$ cat src/rtl/btn_rpt_uart_fmt_pkg.sv
// Shared constants for the button-report UART formatter: ASCII codes and
// the nibble-to-hex-digit helper.
package btn_rpt_uart_fmt_pkg;

   localparam logic [7:0] CH_S  = 8'h53;
   localparam logic [7:0] CH_C  = 8'h43;
   localparam logic [7:0] CH_EQ = 8'h3D;
   localparam logic [7:0] CH_SP = 8'h20;
   localparam logic [7:0] CH_CR = 8'h0D;
   localparam logic [7:0] CH_LF = 8'h0A;

   localparam logic [3:0] LAST_IDX = 4'd14;

   // Uppercase hex digit: 0-9 -> '0'..'9', 10-15 -> 'A'..'F'.
   function automatic logic [7:0] hex_nib(input logic [3:0] nib);
      return (nib < 4'd10) ? (8'h30 + {4'h0, nib}) : (8'h37 + {4'h0, nib});
   endfunction

endpackage

$ cat src/rtl/btn_rpt_uart_fmt_fifo.sv
// Synchronous FIFO for queued button reports; first-word fall-through read,
// simultaneous push and pop allowed while full.
module btn_rpt_fifo #(
   parameter int AW = 2,
   parameter int DW = 32
) (
   input  logic          clk,
   input  logic          rst_n,
   input  logic [DW-1:0] wr_data,
   input  logic          wr_ena,
   output logic          full,
   output logic [DW-1:0] rd_data,
   input  logic          rd_ena,
   output logic          empty
);

   logic [DW-1:0] mem [2**AW];
   logic [AW:0]   wr_ptr;
   logic [AW:0]   rd_ptr;
   logic          do_wr;
   logic          do_rd;

   assign empty   = (wr_ptr == rd_ptr);
   assign full    = (wr_ptr[AW] != rd_ptr[AW]) && (wr_ptr[AW-1:0] == rd_ptr[AW-1:0]);
   assign do_rd   = rd_ena && !empty;
   assign do_wr   = wr_ena && (!full || do_rd);
   assign rd_data = mem[rd_ptr[AW-1:0]];

   // NOTE: sequential state uses non-blocking assignments so every register
   // samples the pre-edge values, independent of block ordering.
   always_ff @(posedge clk or negedge rst_n) begin
      if (!rst_n) begin
         wr_ptr <= '0;
         rd_ptr <= '0;
      end else begin
         if (do_wr) wr_ptr <= wr_ptr + 1'b1;
         if (do_rd) rd_ptr <= rd_ptr + 1'b1;
      end
   end

   // NOTE: storage is deliberately not reset; the pointers alone decide which
   // entries are valid, and a reset-free array maps to plain flops or RAM.
   always_ff @(posedge clk) begin
      if (do_wr) mem[wr_ptr[AW-1:0]] <= wr_data;
   end

endmodule

$ cat src/rtl/btn_rpt_uart_fmt.sv
// Queues button reports and prints each as "S=hhhh C=hhhh\r\n" one character
// at a time over a valid/ack handshake to the UART transmitter.
module btn_rpt_uart_fmt
   import btn_rpt_uart_fmt_pkg::*;
#(
   parameter int AW           = 2,
   parameter bit FILTER_NOCHG = 1'b1
) (
   input  logic        clk,
   input  logic        rst_n,
   input  logic [15:0] rpt_state,
   input  logic [15:0] rpt_change,
   input  logic        rpt_stb,
   output logic [7:0]  out_data,
   output logic        out_valid,
   input  logic        out_ack,
   output logic [7:0]  drop_cnt,
   input  logic        drop_clr,
   output logic        busy
);

   typedef enum logic [1:0] {IDLE, LOAD, SEND} state_t;

   state_t      state;
   logic [31:0] line;
   logic [3:0]  idx;
   logic        accept;
   logic        pop;
   logic        drop;
   logic        full;
   logic        empty;
   logic [31:0] rd_data;

   assign accept = rpt_stb && !(FILTER_NOCHG && (rpt_change == 16'h0000));
   assign pop    = (state == LOAD);
   assign drop   = accept && full && !pop;
   assign busy   = !empty || (state != IDLE);

   btn_rpt_fifo #(.AW(AW), .DW(32)) u_fifo (
      .clk     (clk),
      .rst_n   (rst_n),
      .wr_data ({rpt_state, rpt_change}),
      .wr_ena  (accept),
      .full    (full),
      .rd_data (rd_data),
      .rd_ena  (pop),
      .empty   (empty)
   );

   function automatic logic [7:0] char_at(input logic [31:0] l, input logic [3:0] i);
      case (i)
         4'd0:    return CH_S;
         4'd1:    return CH_EQ;
         4'd2:    return hex_nib(l[31:28]);
         4'd3:    return hex_nib(l[27:24]);
         4'd4:    return hex_nib(l[23:20]);
         4'd5:    return hex_nib(l[19:16]);
         4'd6:    return CH_SP;
         4'd7:    return CH_C;
         4'd8:    return CH_EQ;
         4'd9:    return hex_nib(l[15:12]);
         4'd10:   return hex_nib(l[11:8]);
         4'd11:   return hex_nib(l[7:4]);
         4'd12:   return hex_nib(l[3:0]);
         4'd13:   return CH_CR;
         4'd14:   return CH_LF;
         default: return 8'h00;
      endcase
   endfunction

   always_ff @(posedge clk or negedge rst_n) begin
      if (!rst_n) begin
         state     <= IDLE;
         line      <= '0;
         idx       <= '0;
         out_valid <= 1'b0;
         out_data  <= '0;
      end else begin
         case (state)
            IDLE: if (!empty) state <= LOAD;
            LOAD: begin
               line      <= rd_data;
               idx       <= '0;
               out_data  <= char_at(rd_data, 4'd0);
               out_valid <= 1'b1;
               state     <= SEND;
            end
            SEND: if (out_ack) begin
               if (idx != LAST_IDX) begin
                  idx      <= idx + 4'd1;
                  out_data <= char_at(line, idx + 4'd1);
               end else begin
                  out_valid <= 1'b0;
                  // Nothing pops during SEND, so only a push can refill an empty queue.
                  state     <= (empty && !accept) ? IDLE : LOAD;
               end
            end
            default: state <= IDLE;
         endcase
      end
   end

   always_ff @(posedge clk or negedge rst_n) begin
      if (!rst_n) begin
         drop_cnt <= '0;
      end else if (drop_clr) begin
         drop_cnt <= drop ? 8'd1 : 8'd0;
      end else if (drop && (drop_cnt != 8'hFF)) begin
         drop_cnt <= drop_cnt + 8'd1;
      end
   end

endmodule

$ cat config.mk
export PLATFORM = sky130hd
export DESIGN_NAME = btn_rpt_uart_fmt
export DESIGN_NICKNAME = d
export VERILOG_FILES = /design/src/rtl/btn_rpt_uart_fmt_pkg.sv /design/src/rtl/btn_rpt_uart_fmt_fifo.sv /design/src/rtl/btn_rpt_uart_fmt.sv
export SDC_FILE = /design/constraint.sdc
export NUM_CORES = 1
export LEC_CHECK = 0
export BUFFER_PORTS_ARGS = -buffer_cell sky130_fd_sc_hd__buf_4
export CAP_MARGIN = 20
export CELL_PAD_IN_SITES_DETAIL_PLACEMENT = 0
export CELL_PAD_IN_SITES_GLOBAL_PLACEMENT = 1
export CORE_MARGIN = 5
export CORE_UTILIZATION = 50
export CTS_CLUSTER_SIZE = 40
export DETAILED_ROUTE_END_ITERATION = 10
export PLACE_DENSITY_LB_ADDON = 0.2
export SKIP_LAST_GASP = 1
export SYNTH_ARGS = -nofsm -noshare
export SYNTH_HDL_FRONTEND = slang
export SYNTH_SLANG_ARGS = --single-unit
$ cat constraint.sdc
create_clock -name clk -period 3.1 [get_ports clk]
set_input_delay 0.155 -clock clk [delete_from_list [all_inputs] [get_ports clk]]
set_output_delay 0.155 -clock clk [all_outputs]
set_load 0.02 [all_outputs]
==> metrics.md, run 1 <==
| Metric | Value |
|---|---|
| Outcome | `complete, no violations` |
| Vias in the first global route | `6047` |
| Core Rows | `48` |
| DR WL met3 | `1310 µm` |
| Critical Path Start Type | `flop` |
| Worst slew margin | `43.9%` |
| Clock Pin Slew Worst Setup and Hold Paths | `80 ps` |
| Syn Inst Count | `696` |
| Max Clock Freq | `0.357 GHz` |
| Number of synthesized register bits | `188` |
| Min-delay src | `out_ack` |
| Worst flop-to-flop path endpoint | `out_data[0]$_DFFE_PN0P_` |
| Die width | `143 µm` |
| First-pass GRT wire length | `34300 µm` |
| Top_reg_cell synth | `edfxtp_1` |
| EDFF count, synth | `128` |
| Layout cell share with drive strength beyond 1 | `17.5%` |
| Root Driver | `clkbuf_16` |
| Final HPWL DP | `14500 µm` |
| Mapped cell area | `0.00889 mm²` |
| Final hold violation count | `0` |
| Insertion delay to the later sink of the worst-skew pair | `430 ps` |
| H-tree lvl count | `4` |
| PortBufs | `53` |
| WL met1 | `9510 µm` |
| Mean Syn Cell Area | `12.8 µm²` |
| Tcrit/Tclk final | `90.3%` |
| CTS sink count | `188` |
| DRC | `0` |
| DIE HEIGHT | `143 µm` |
| Top routing layer in use | `met4` |
| CTS tree | `built` |
| Initial Utilization | `51.2%` |
| Reg2reg start | `idx[0]$_DFFE_PN0P_` |
| Met2 WL | `10600 µm` |
| Period minus WS final | `2800 ps` |
| Hold Path End | `state[0]$_DFFE_PN0P_` |
| Sequential area share after synthesis | `60.1%` |
| Critical path class | `flop to flop` |
| Routed WL | `21900 µm` |
| Initial antenna violation count | `0` |
| Final clock skew | `16.0 ps` |
| Total power | `0.00962 W` |
| Hold_ws | `110 ps` |
| Final Setup Violations | `0` |
| Yosys Warn Count | `0` |
| TritonCTS Buffers | `17` |
| Detail Route Antenna Nets | `0` |
| Crit end category | `flop` |
| Setup TNS | `0 ps` |
| Wire length per cell | `21.6 µm` |
| Remaining Overflow, GRT | `0` |
| Max Slew Vio Count | `0` |
| Via density per instance | `5.89` |
| Area added between synthesis and finish | `17.5%` |
| Area of the multi-input gates | `0.00327 mm²` |
| Worst Hold Class | `input pin to flop` |
| WP data required | `3450 ps` |
| Worst-margin pin slew | `842 ps` |
| Antenna diodes | `0` |
| Gr usage total | `22.2%` |
| Async S/R FF share, synth | `31.9%` |
| Post-synthesis net count | `752` |
| Final nets | `833` |
| Commonest cells after routing, fill and taps aside | `edfxtp_1, nand2_1, buf_4` |
| Unrepaired setup endpoints after global routing | `false` |
| Starting DRT DRC Count | `609` |
| # fillers | `1367` |
| P per Cell Area | `921 mW/mm²` |
| Synth cell types | `69` |
| Max Root-Sink Buffers | `2` |
| Vias post-DR | `5980` |
| Boundary Pins | `55` |
| Full die area | `0.0205 mm²` |
| Hold Path Stages | `3` |
| Register Area | `0.00535 mm²` |
| Critical-path maximum fanout | `24` |
| GPL Wtd Cong | `0.966` |
| FF-to-FF setup slack | `300 ps` |
| Commonest non-fill, non-tap cell in the layout | `edfxtp_1` |
| Worst R2R Path Depth | `6` |
| Leakage | `3.94 nW` |
| Max cap viols | `0` |
| Number of detailed-route iterations in the first pass | `5` |
| Worst EP arrival | `3150 ps` |
| Core ar. | `0.0174 mm²` |
| Peak supply drop | `0.000531 V` |
| Largest net degree at the start of global routing | `61` |
[repair_timing]
item | 4_1_cts | 5_1_grt
hold endpoints to repair | 195 | 0
hold buffers | 34 | 0
buffers inserted | 0 | 0
resized for setup | 0 | 0
[worst max-delay path by stage]
stage                                             from                    endpoint
after floorplan           u_fifo.rd_ptr[0]$_DFFE_PN0P_  u_fifo.mem[3][0]$_DFFE_PP_
after global placement              idx[0]$_DFFE_PN0P_     out_data[4]$_DFFE_PN0P_
after detailed placement            idx[0]$_DFFE_PN0P_     out_data[4]$_DFFE_PN0P_
after CTS                           idx[0]$_DFFE_PN0P_     out_data[4]$_DFFE_PN0P_
after global routing                idx[0]$_DFFE_PN0P_     out_data[4]$_DFFE_PN0P_
final                               idx[0]$_DFFE_PN0P_     out_data[0]$_DFFE_PN0P_
[layout make-up]
class	count	area share (%)
multi-input cells	443	31.3
repair buffers	98	7.86
clock inverters	15	1.88
inverters	29	1.04
flip-flops and latches	188	51.2
well taps	225	2.70
clock buffers	17	4.07
[registers in the layout, summed over array words and instances (netlist names)]
register and cells:
drop_cnt 8, idx 4, line 32, out_data 7, out_valid 1, state 2, u_fifo.mem 128, u_fifo.rd_ptr 3
u_fifo.wr_ptr 3
[through the flow]
step	util [%]	setup WS, ps	instance area, µm²	instances
after global placement	54.6	435	9480	949
after detailed placement	54.6	369	9480	949
final	60.2	300	10400	1015
after global routing	60.2	144	10400	1015
after floorplan	-	624	8890	696
after CTS	60.2	352	10400	1015
[where the power goes]
part           switching (W)  internal [W]
clock                0.00111       0.00112
combinational        0.00202       0.00143
sequential          0.000511       0.00342
[Yosys cell counts, types with 3 or more instances]
cell type	n	area, µm²
a2111oi_0	4	35.0
a211o_1	3	26.3
a211oi_1	8	60.1
a21boi_0	6	45.0
a21o_1	7	52.6
a21oi_1	32	160
a22oi_1	3	22.5
a31oi_1	5	31.3
and2_1	8	50.1
and4b_1	6	60.1
buf_1	3	11.3
buf_2	11	55.1
clkbuf_1	19	71.3
dfrtp_1	60	1500
edfxtp_1	128	3840
ha_1	19	238
inv_1	29	109
mux4_2	32	721
nand2_1	101	379
nand2b_1	4	25.0
nand3_1	14	70.1
nand4_1	5	31.3
nor2_1	22	82.6
nor2b_1	14	87.6
nor3_1	4	20.0
nor4_1	4	25.0
nor4bb_1	4	40.0
o21a_1	3	22.5
o21ai_0	52	260
o221ai_1	5	43.8
o22ai_1	5	31.3
o31ai_1	4	30.0
or2_2	3	18.8
or3_1	6	37.5
xnor2_1	10	87.6
xor2_1	6	52.6
[worst max-delay path, stage by stage (launching register included)]
cell,delay [ps]
dfrtp_1,540
ha_1,760
nand2_1,230
or4b_1,640
a21oi_1,250
a2111oi_0,110
a31oi_1,180
[metal layers]
metal	vias to the layer above	GRT usage, %
met2	176	35.7
met1	2972	30.8
met3	33	4.76
met4	0	6.64
met5	-	0
li1	2799	-
[cell families (layout without fill, tap and decap cells)]
logic type / count (synthesis) / count (layout) / share of synthesized area (%)
AND/OR/NAND/NOR: 209 / 209 / 11.9
flip-flops: 188 / 188 / 60.1
adder cells (fa/ha/maj): 19 / 19 / 2.67
XOR/XNOR: 16 / 16 / 1.58
AO/OA/AOI/OAI: 163 / 163 / 12.1
other: 1 / 1 / 0.0422
multiplexers: 35 / 35 / 8.46
buffers and inverters: 65 / 159 / 3.11
Power figures use the tool's default switching activity.
==> inputs of run 2 (changes only) <==
--- a/config.mk
+++ b/config.mk
@@ -17,4 +17,5 @@
 export SKIP_LAST_GASP = 1
 export SYNTH_ARGS = -nofsm -noshare
 export SYNTH_HDL_FRONTEND = slang
+export SYNTH_HIERARCHICAL = 1
 export SYNTH_SLANG_ARGS = --single-unit
==> metrics.md, run 2 <==
| Metric | Value |
|---|---|
| Outcome | `complete, no violations` |
| Sequential area share after synthesis | `61.5% (+1.3 points)` |
| Critical-path maximum fanout | `14 (-42%)` |
| Unrepaired setup endpoints after global routing | `false` |
| Syn Inst Count | `665 (-4.5%)` |
| Largest net degree at the start of global routing | `61 (unchanged)` |
| Commonest cells after routing, fill and taps aside | `edfxtp_1, nand2_1, buf_4` |
| Wire length per cell | `20.1 µm (-7.0%)` |
| Synth cell types | `73 (+5.8%)` |
| TritonCTS Buffers | `17 (unchanged)` |
| Top cell type's share of synthesized area | `44.2% (+0.96 points)` |
| Final hold violation count | `0 (unchanged)` |
| Worst slew margin | `46.7% (+2.9 points)` |
| PnR worst setup slack | `566 ps (+266 ps)` |
| Core ar. | `0.0172 mm² (-1.0%)` |
| Final nets | `808 (-3.0%)` |
| Final HPWL DP | `13400 µm (-7.3%)` |
| Insertion delay to the later sink of the worst-skew pair | `440 ps (about the same)` |
| DIE HEIGHT | `142 µm (-1.0%)` |
| Compound-Gate Fraction of Synth Area | `10.7% (-1.4 points)` |
| P per Cell Area | `926 mW/mm² (+0.54%)` |
| Critical path class | `flop to flop` |
| Via density per instance | `5.80 (-1.5%)` |
| Largest family of logic cells by synthesized area | `simple AND/OR/NAND/NOR gates` |
| Max Root-Sink Buffers | `2 (unchanged)` |
| Die width | `142 µm (-1.0%)` |
| Leakage | `3.92 nW (-0.65%)` |
| Hold_ws | `163 ps (+53.9 ps)` |
| Core Rows | `48 (unchanged)` |
| DRC | `0 (unchanged)` |
| Placed Cells incl. Taps | `925 (-2.5%)` |
| Clock Pin Slew Worst Setup and Hold Paths | `80 ps (about the same)` |
| Tcrit/Tclk final | `81.7% (-8.6 points)` |
| Max cap viols | `0 (unchanged)` |
| Root Driver | `clkbuf_16` |
| Peak supply drop | `0.000597 V (+12%)` |
| WP data required | `3430 ps (-20 ps)` |
| GPL Wtd Cong | `0.896 (-7.2%)` |
| Initial Utilization | `50.6% (-0.59 points)` |
| Detail Route Antenna Nets | `0 (unchanged)` |
| Boundary Pins | `55 (unchanged)` |
| Critical Path Start Type | `flop` |
| Remaining Overflow, GRT | `0 (unchanged)` |
| Starting DRT DRC Count | `384 (-37%)` |
| EDFF count, synth | `128 (unchanged)` |
| Crit end category | `flop` |
| Routed WL | `19900 µm (-9.3%)` |
| Worst EP arrival | `2860 ps (-290 ps)` |
| Mean Syn Cell Area | `13.1 µm² (+2.4%)` |
| Register Area | `0.00535 mm² (unchanged)` |
| Post-route insts no fill | `990 (-2.5%)` |
| Synth area leader | `edfxtp_1` |
| Max Slew Vio Count | `0 (unchanged)` |
| Mapped cell area | `0.00869 mm² (-2.2%)` |
| Post-synthesis net count | `720 (-4.3%)` |
| Post-Synth Adder-Cell Area | `2.59% (-0.084 points)` |
| Area added between synthesis and finish | `18.1%` |
| Synth Area in XOR/XNOR | `2.20% (+0.63 points)` |
| Yosys Warn Count | `6 (+6)` |
| Setup TNS | `0 ps (unchanged)` |
| Multiplexer share of the synthesized area | `8.55% (+0.088 points)` |
| Async S/R FF share, synth | `31.9% (unchanged)` |
| Final clock skew | `9.51 ps (-6.45 ps)` |
| Initial antenna violation count | `0 (unchanged)` |
| Max Clock Freq | `0.395 GHz (+11%)` |
| # fillers | `1347 (-1.5%)` |
| CTS tree | `built` |
| H-tree lvl count | `4 (unchanged)` |
| First-pass GRT wire length | `31800 µm (-7.2%)` |
| PortBufs | `53 (unchanged)` |
| Final Setup Violations | `0 (unchanged)` |
| Total power | `0.00951 W (-1.2%)` |
| Top_reg_cell synth | `edfxtp_1` |
| Vias post-DR | `5745 (-3.9%)` |
| Area of the multi-input gates | `0.00307 mm² (-6.1%)` |
| Full die area | `0.0201 mm² (-2.0%)` |
| Antenna diodes | `0 (unchanged)` |
| Worst-margin pin slew | `799 ps (-43.2 ps)` |
| Number of detailed-route iterations in the first pass | `5 (unchanged)` |
| Layout cell share with drive strength beyond 1 | `18.8% (+1.4 points)` |
| Worst Hold Class | `input pin to flop` |
| Simple-gate share of the synthesized area | `11.2% (-0.73 points)` |
| Number of synthesized register bits | `188 (unchanged)` |
| Cell with the most instances after synthesis | `edfxtp_1` |
| CTS sink count | `188 (unchanged)` |
| DP Worst Slack | `600 ps (+231 ps)` |
| Top post-synthesis cells by count | `edfxtp_1, nand2_1, dfrtp_1` |
| Vias in the first global route | `5723 (-5.4%)` |
| Gr usage total | `20.8% (-1.4 points)` |
| Commonest non-fill, non-tap cell in the layout | `edfxtp_1` |
| Period minus WS final | `2530 ps (-266 ps)` |
| Max reg flops | `128 (unchanged)` |
| Synth area leaders | `edfxtp_1, dfrtp_1, mux4_2, nand2_1, ha_1` |
## run 2: worst max-delay path: stages (launching register included)
cell	delay [ps]
dfrtp_1	570
inv_1	110
ha_1	430
and3_1	290
a32o_1	310
a21oi_1	290
o2111ai_1	190
a22o_1	240
## run 2: layer usage
layer	track usage (%)	wire (µm)	part of all wire (%)	up-vias
met5	0	0	0	-
met4	6.41	406	2.0	0
met3	4.42	1090	5.5	28
met2	33.0	9530	48	186
met1	29.1	8860	45	2838
li1	-	-	-	2693
## run 2: final timing paths
path                                         startpoint                            to  slack (ps)  depth (start not counted)
worst max-delay path                 idx[0]$_DFFE_PN0P_       out_data[2]$_DFFE_PN0P_         570                          7
worst min-delay path                            out_ack          state[0]$_DFFE_PN0P_         160                          3
worst max register to register       idx[0]$_DFFE_PN0P_       out_data[2]$_DFFE_PN0P_         570                          7
worst min register to register  out_data[6]$_DFFE_PN0P_       out_data[6]$_DFFE_PN0P_         500                          1
max in group asynchronous                         rst_n  u_fifo/rd_ptr[0]$_DFFE_PN0P_        2180                          2
min in group asynchronous                         rst_n          line[28]$_DFFE_PN0P_         330                          2
## run 2: per-stage QoR
step	instance area [µm²]	utilization, %
after floorplan	8690	-
after global placement	9320	54.2
after detailed placement	9320	54.2
after CTS	10300	59.8
after global routing	10300	59.8
final	10300	59.8
## run 2: layout make-up
type	count	area share, %
Inverter	30	1.10
Clock inverter	14	1.82
Tap cell	225	2.74
Clock buffer	17	4.14
Timing Repair Buffer	102	8.28
Multi-Input combinational cell	414	29.9
Sequential cell	188	52.1
## run 2: what timing repair did
| item | CTS | global route |
|---|---|---|
| setup buffers | 0 | 0 |
| resized for setup | 0 | 0 |
| hold endpoints to repair | 195 | 0 |
| hold buffers | 34 | 0 |
## run 2: power breakdown
part	switching [W]	leakage (nW)	internal, W	total (W)
clock network	0.00105	0.300	0.00117	0.00222
registers	0.000444	1.92	0.00341	0.00386
logic	0.00204	1.70	0.00139	0.00344
total	0.00354	3.92	0.00597	0.00951
## run 2: kinds of logic after synthesis
family | Yosys count
adders and majority gates | 18
and+or+nand+nor | 202
DFF | 188
AOI/OAI and AO/OA | 138
muxes | 34
xor gates and xnor gates | 21
other | 1
buffers and inverters | 63
==> inputs of run 3 (changes only) <==
==> constraint.sdc (replaced) <==
create_clock -name clk -period 2.5 [get_ports clk]
set_input_delay 0.125 -clock clk [delete_from_list [all_inputs] [get_ports clk]]
set_output_delay 0.125 -clock clk [all_outputs]
set_load 0.02 [all_outputs]
==> metrics.md, run 3 (same netlist as run 2, synthesis figures left out) <==
| Metric | Value |
|---|---|
| Root Driver | `clkbuf_16` |
| TritonCTS Buffers | `17 (unchanged)` |
| Wire length per cell | `20.1 µm (+0.26%)` |
| Slowest cell on crit path | `dfrtp_1` |
| Leakage | `3.94 nW (+0.70%)` |
| Peak supply drop | `0.000628 V (+5.2%)` |
| Max Slew Vio Count | `0 (unchanged)` |
| Antenna diodes | `0 (unchanged)` |
| Detail Route Antenna Nets | `0 (unchanged)` |
| Final hold violation count | `0 (unchanged)` |
| Final HPWL DP | `13700 µm (+1.6%)` |
| Remaining Overflow, GRT | `0 (unchanged)` |
| First-pass GRT wire length | `32700 µm (+3.0%)` |
| Setup TNS | `0 ps (unchanged)` |
| Critical path cell sequence | `inv_1 > ha_1 > and3b_1 > a31oi_1 > nor2b_1 > a21oi_1 > o211ai_1 > a22o_1` |
| Routed WL | `20100 µm (+1.2%)` |
| Instance count on the critical path | `8 (+1)` |
| Unrepaired setup endpoints after global routing | `false` |
| Starting DRT DRC Count | `404 (+5.2%)` |
| Layout cell share with drive strength beyond 1 | `20.2% (+1.3 points)` |
| Worst Hold Class | `input pin to flop` |
| GPL Wtd Cong | `0.883 (-1.4%)` |
| Gr usage total | `21.3% (+0.48 points)` |
| Insertion delay to the later sink of the worst-skew pair | `440 ps (about the same)` |
| Worst-margin pin slew | `884 ps (+85.1 ps)` |
| Core Rows | `48 (unchanged)` |
| Vias in the first global route | `5723 (unchanged)` |
| H-tree lvl count | `4 (unchanged)` |
| WP data required | `2830 ps (-600 ps)` |
| Worst slew margin | `41.1% (-5.7 points)` |
| Worst Setup SP | `idx[0]$_DFFE_PN0P_` |
| Die width | `142 µm (unchanged)` |
| Core ar. | `0.0172 mm² (unchanged)` |
| # fillers | `1342 (-0.37%)` |
| P per Cell Area | `1140 mW/mm² (+23%)` |
| Outcome | `complete, no violations` |
| Critical-path maximum fanout | `9 (-5)` |
| Period minus WS final | `2320 ps (-210 ps)` |
| Buf+Inv Stages, Crit Path | `1 (unchanged)` |
| Commonest non-fill, non-tap cell in the layout | `edfxtp_1` |
| Boundary Pins | `55 (unchanged)` |
| PnR worst setup slack | `176 ps (-390 ps)` |
| Crit end category | `flop` |
| CP top delay family | `compound AO/OA/AOI/OAI gates` |
| Final nets | `816 (+0.99%)` |
| Post-CTS setup buffer count | `0 (unchanged)` |
| Commonest cells after routing, fill and taps aside | `edfxtp_1, nand2_1, buf_4` |
| Full die area | `0.0201 mm² (unchanged)` |
| Max Clock Freq | `0.430 GHz (+9.0%)` |
| Area of the multi-input gates | `0.00307 mm² (+0.20%)` |
| Critical path class | `flop to flop` |
| End of the critical path | `out_data[5]$_DFFE_PN0P_` |
| Critical Path Start Type | `flop` |
| Worst R2R Path Depth | `8 (+1)` |
| Reg2reg start | `idx[0]$_DFFE_PN0P_` |
| Largest net degree at the start of global routing | `61 (unchanged)` |
| Max reg flops | `128 (unchanged)` |
| Vias post-DR | `5770 (+0.44%)` |
| DP Worst Slack | `197 ps (-404 ps)` |
| Final instance area | `0.0103 mm² (+0.65%)` |
| Final Setup Violations | `0 (unchanged)` |
| Max cap viols | `0 (unchanged)` |
| Clock Pin Slew Worst Setup and Hold Paths | `80 ps (about the same)` |
| Initial antenna violation count | `0 (unchanged)` |
| Max Root-Sink Buffers | `2 (unchanged)` |
| Via density per instance | `5.78 (-0.47%)` |
| FF-to-FF setup slack | `180 ps (-390 ps)` |
| CP max stage delay | `430 ps (-140 ps)` |
| Final clock skew | `14.3 ps (+4.79 ps)` |
| CTS tree | `built` |
| Worst flop-to-flop path endpoint | `out_data[5]$_DFFE_PN0P_` |
| Initial Utilization | `50.6% (unchanged)` |
| DRC | `0 (unchanged)` |
| Number of detailed-route iterations in the first pass | `5 (unchanged)` |
| DIE HEIGHT | `142 µm (unchanged)` |
| Register Area | `0.00535 mm² (unchanged)` |
| Tcrit/Tclk final | `92.9% (+11 points)` |
| Dpl cell area | `0.00939 mm² (+0.82%)` |
| Area added between synthesis and finish | `18.9%` |
| CTS sink count | `188 (unchanged)` |
| PortBufs | `53 (unchanged)` |
| Worst EP arrival | `2650 ps (-210 ps)` |
==> run 3: what timing repair did <==
action	4_1_cts	5_1_grt
setup endpoints to repair	0	2
hold buffers	34	0
resized for setup	0	1
hold endpoints to repair	195	0
==> run 3: worst min-delay path by stage <==
stage               cells past startpoint  slack (ps)                      end  startpoint
floorplan                               0        -170  drop_cnt[0]$_DFFE_PN0P_       rst_n
detailed placement                      1         270     line[31]$_DFFE_PN0P_       rst_n
global route                            3         100     state[0]$_DFFE_PN0P_     out_ack
CTS                                     3          80     state[0]$_DFFE_PN0P_     out_ack
finish                                  3          90     state[0]$_DFFE_PN0P_     out_ack
global placement                        1         260     line[28]$_DFFE_PN0P_       rst_n
==> run 3: worst register-to-register path: stages (launching register included) <==
cell and delay, ps:
dfrtp_1 430, inv_1 90, ha_1 330, and3b_1 230
a31oi_1 430, nor2b_1 170, a21oi_1 220, o211ai_1 120
a22o_1 210
==> run 3: final cells by class <==
cell class | instances | area share, %
clock buffers | 17 | 4.12
clock inverters | 15 | 1.68
inverters | 30 | 1.09
multi-input cells | 414 | 29.7
flip-flops and latches | 188 | 51.7
well taps | 225 | 2.72
repair buffers | 110 | 8.93
==> run 3: routing by layer <==
layer  routed length, µm  global-route usage, %  vias up
met5                   0                      0        -
met4                 289                   5.51        0
met3                 963                   3.67       19
met2                9650                   33.1      157
met1                9220                   31.4     2893
li1                    -                      -     2701
==> run 3: power by group <==
part           leakage (nW)  switching (W)  internal (W)
clock                 0.290        0.00130       0.00135
combinational          1.73        0.00258       0.00180
sequential             1.92       0.000523       0.00424
total                  3.94        0.00440       0.00739
==> run 3: per-stage QoR <==
stage | hold WS [ps] | util (%) | instances | power, W
final | 93.6 | 60.2 | 999 | 0.0118
after global routing | 99.3 | 60.2 | 999 | 0.0126
after CTS | 76.1 | 60.2 | 999 | 0.0119
after detailed placement | 267 | 54.7 | 933 | 0.00917
after global placement | 256 | 54.7 | 933 | 0.00911
after floorplan | -171 | - | 665 | 0.00772
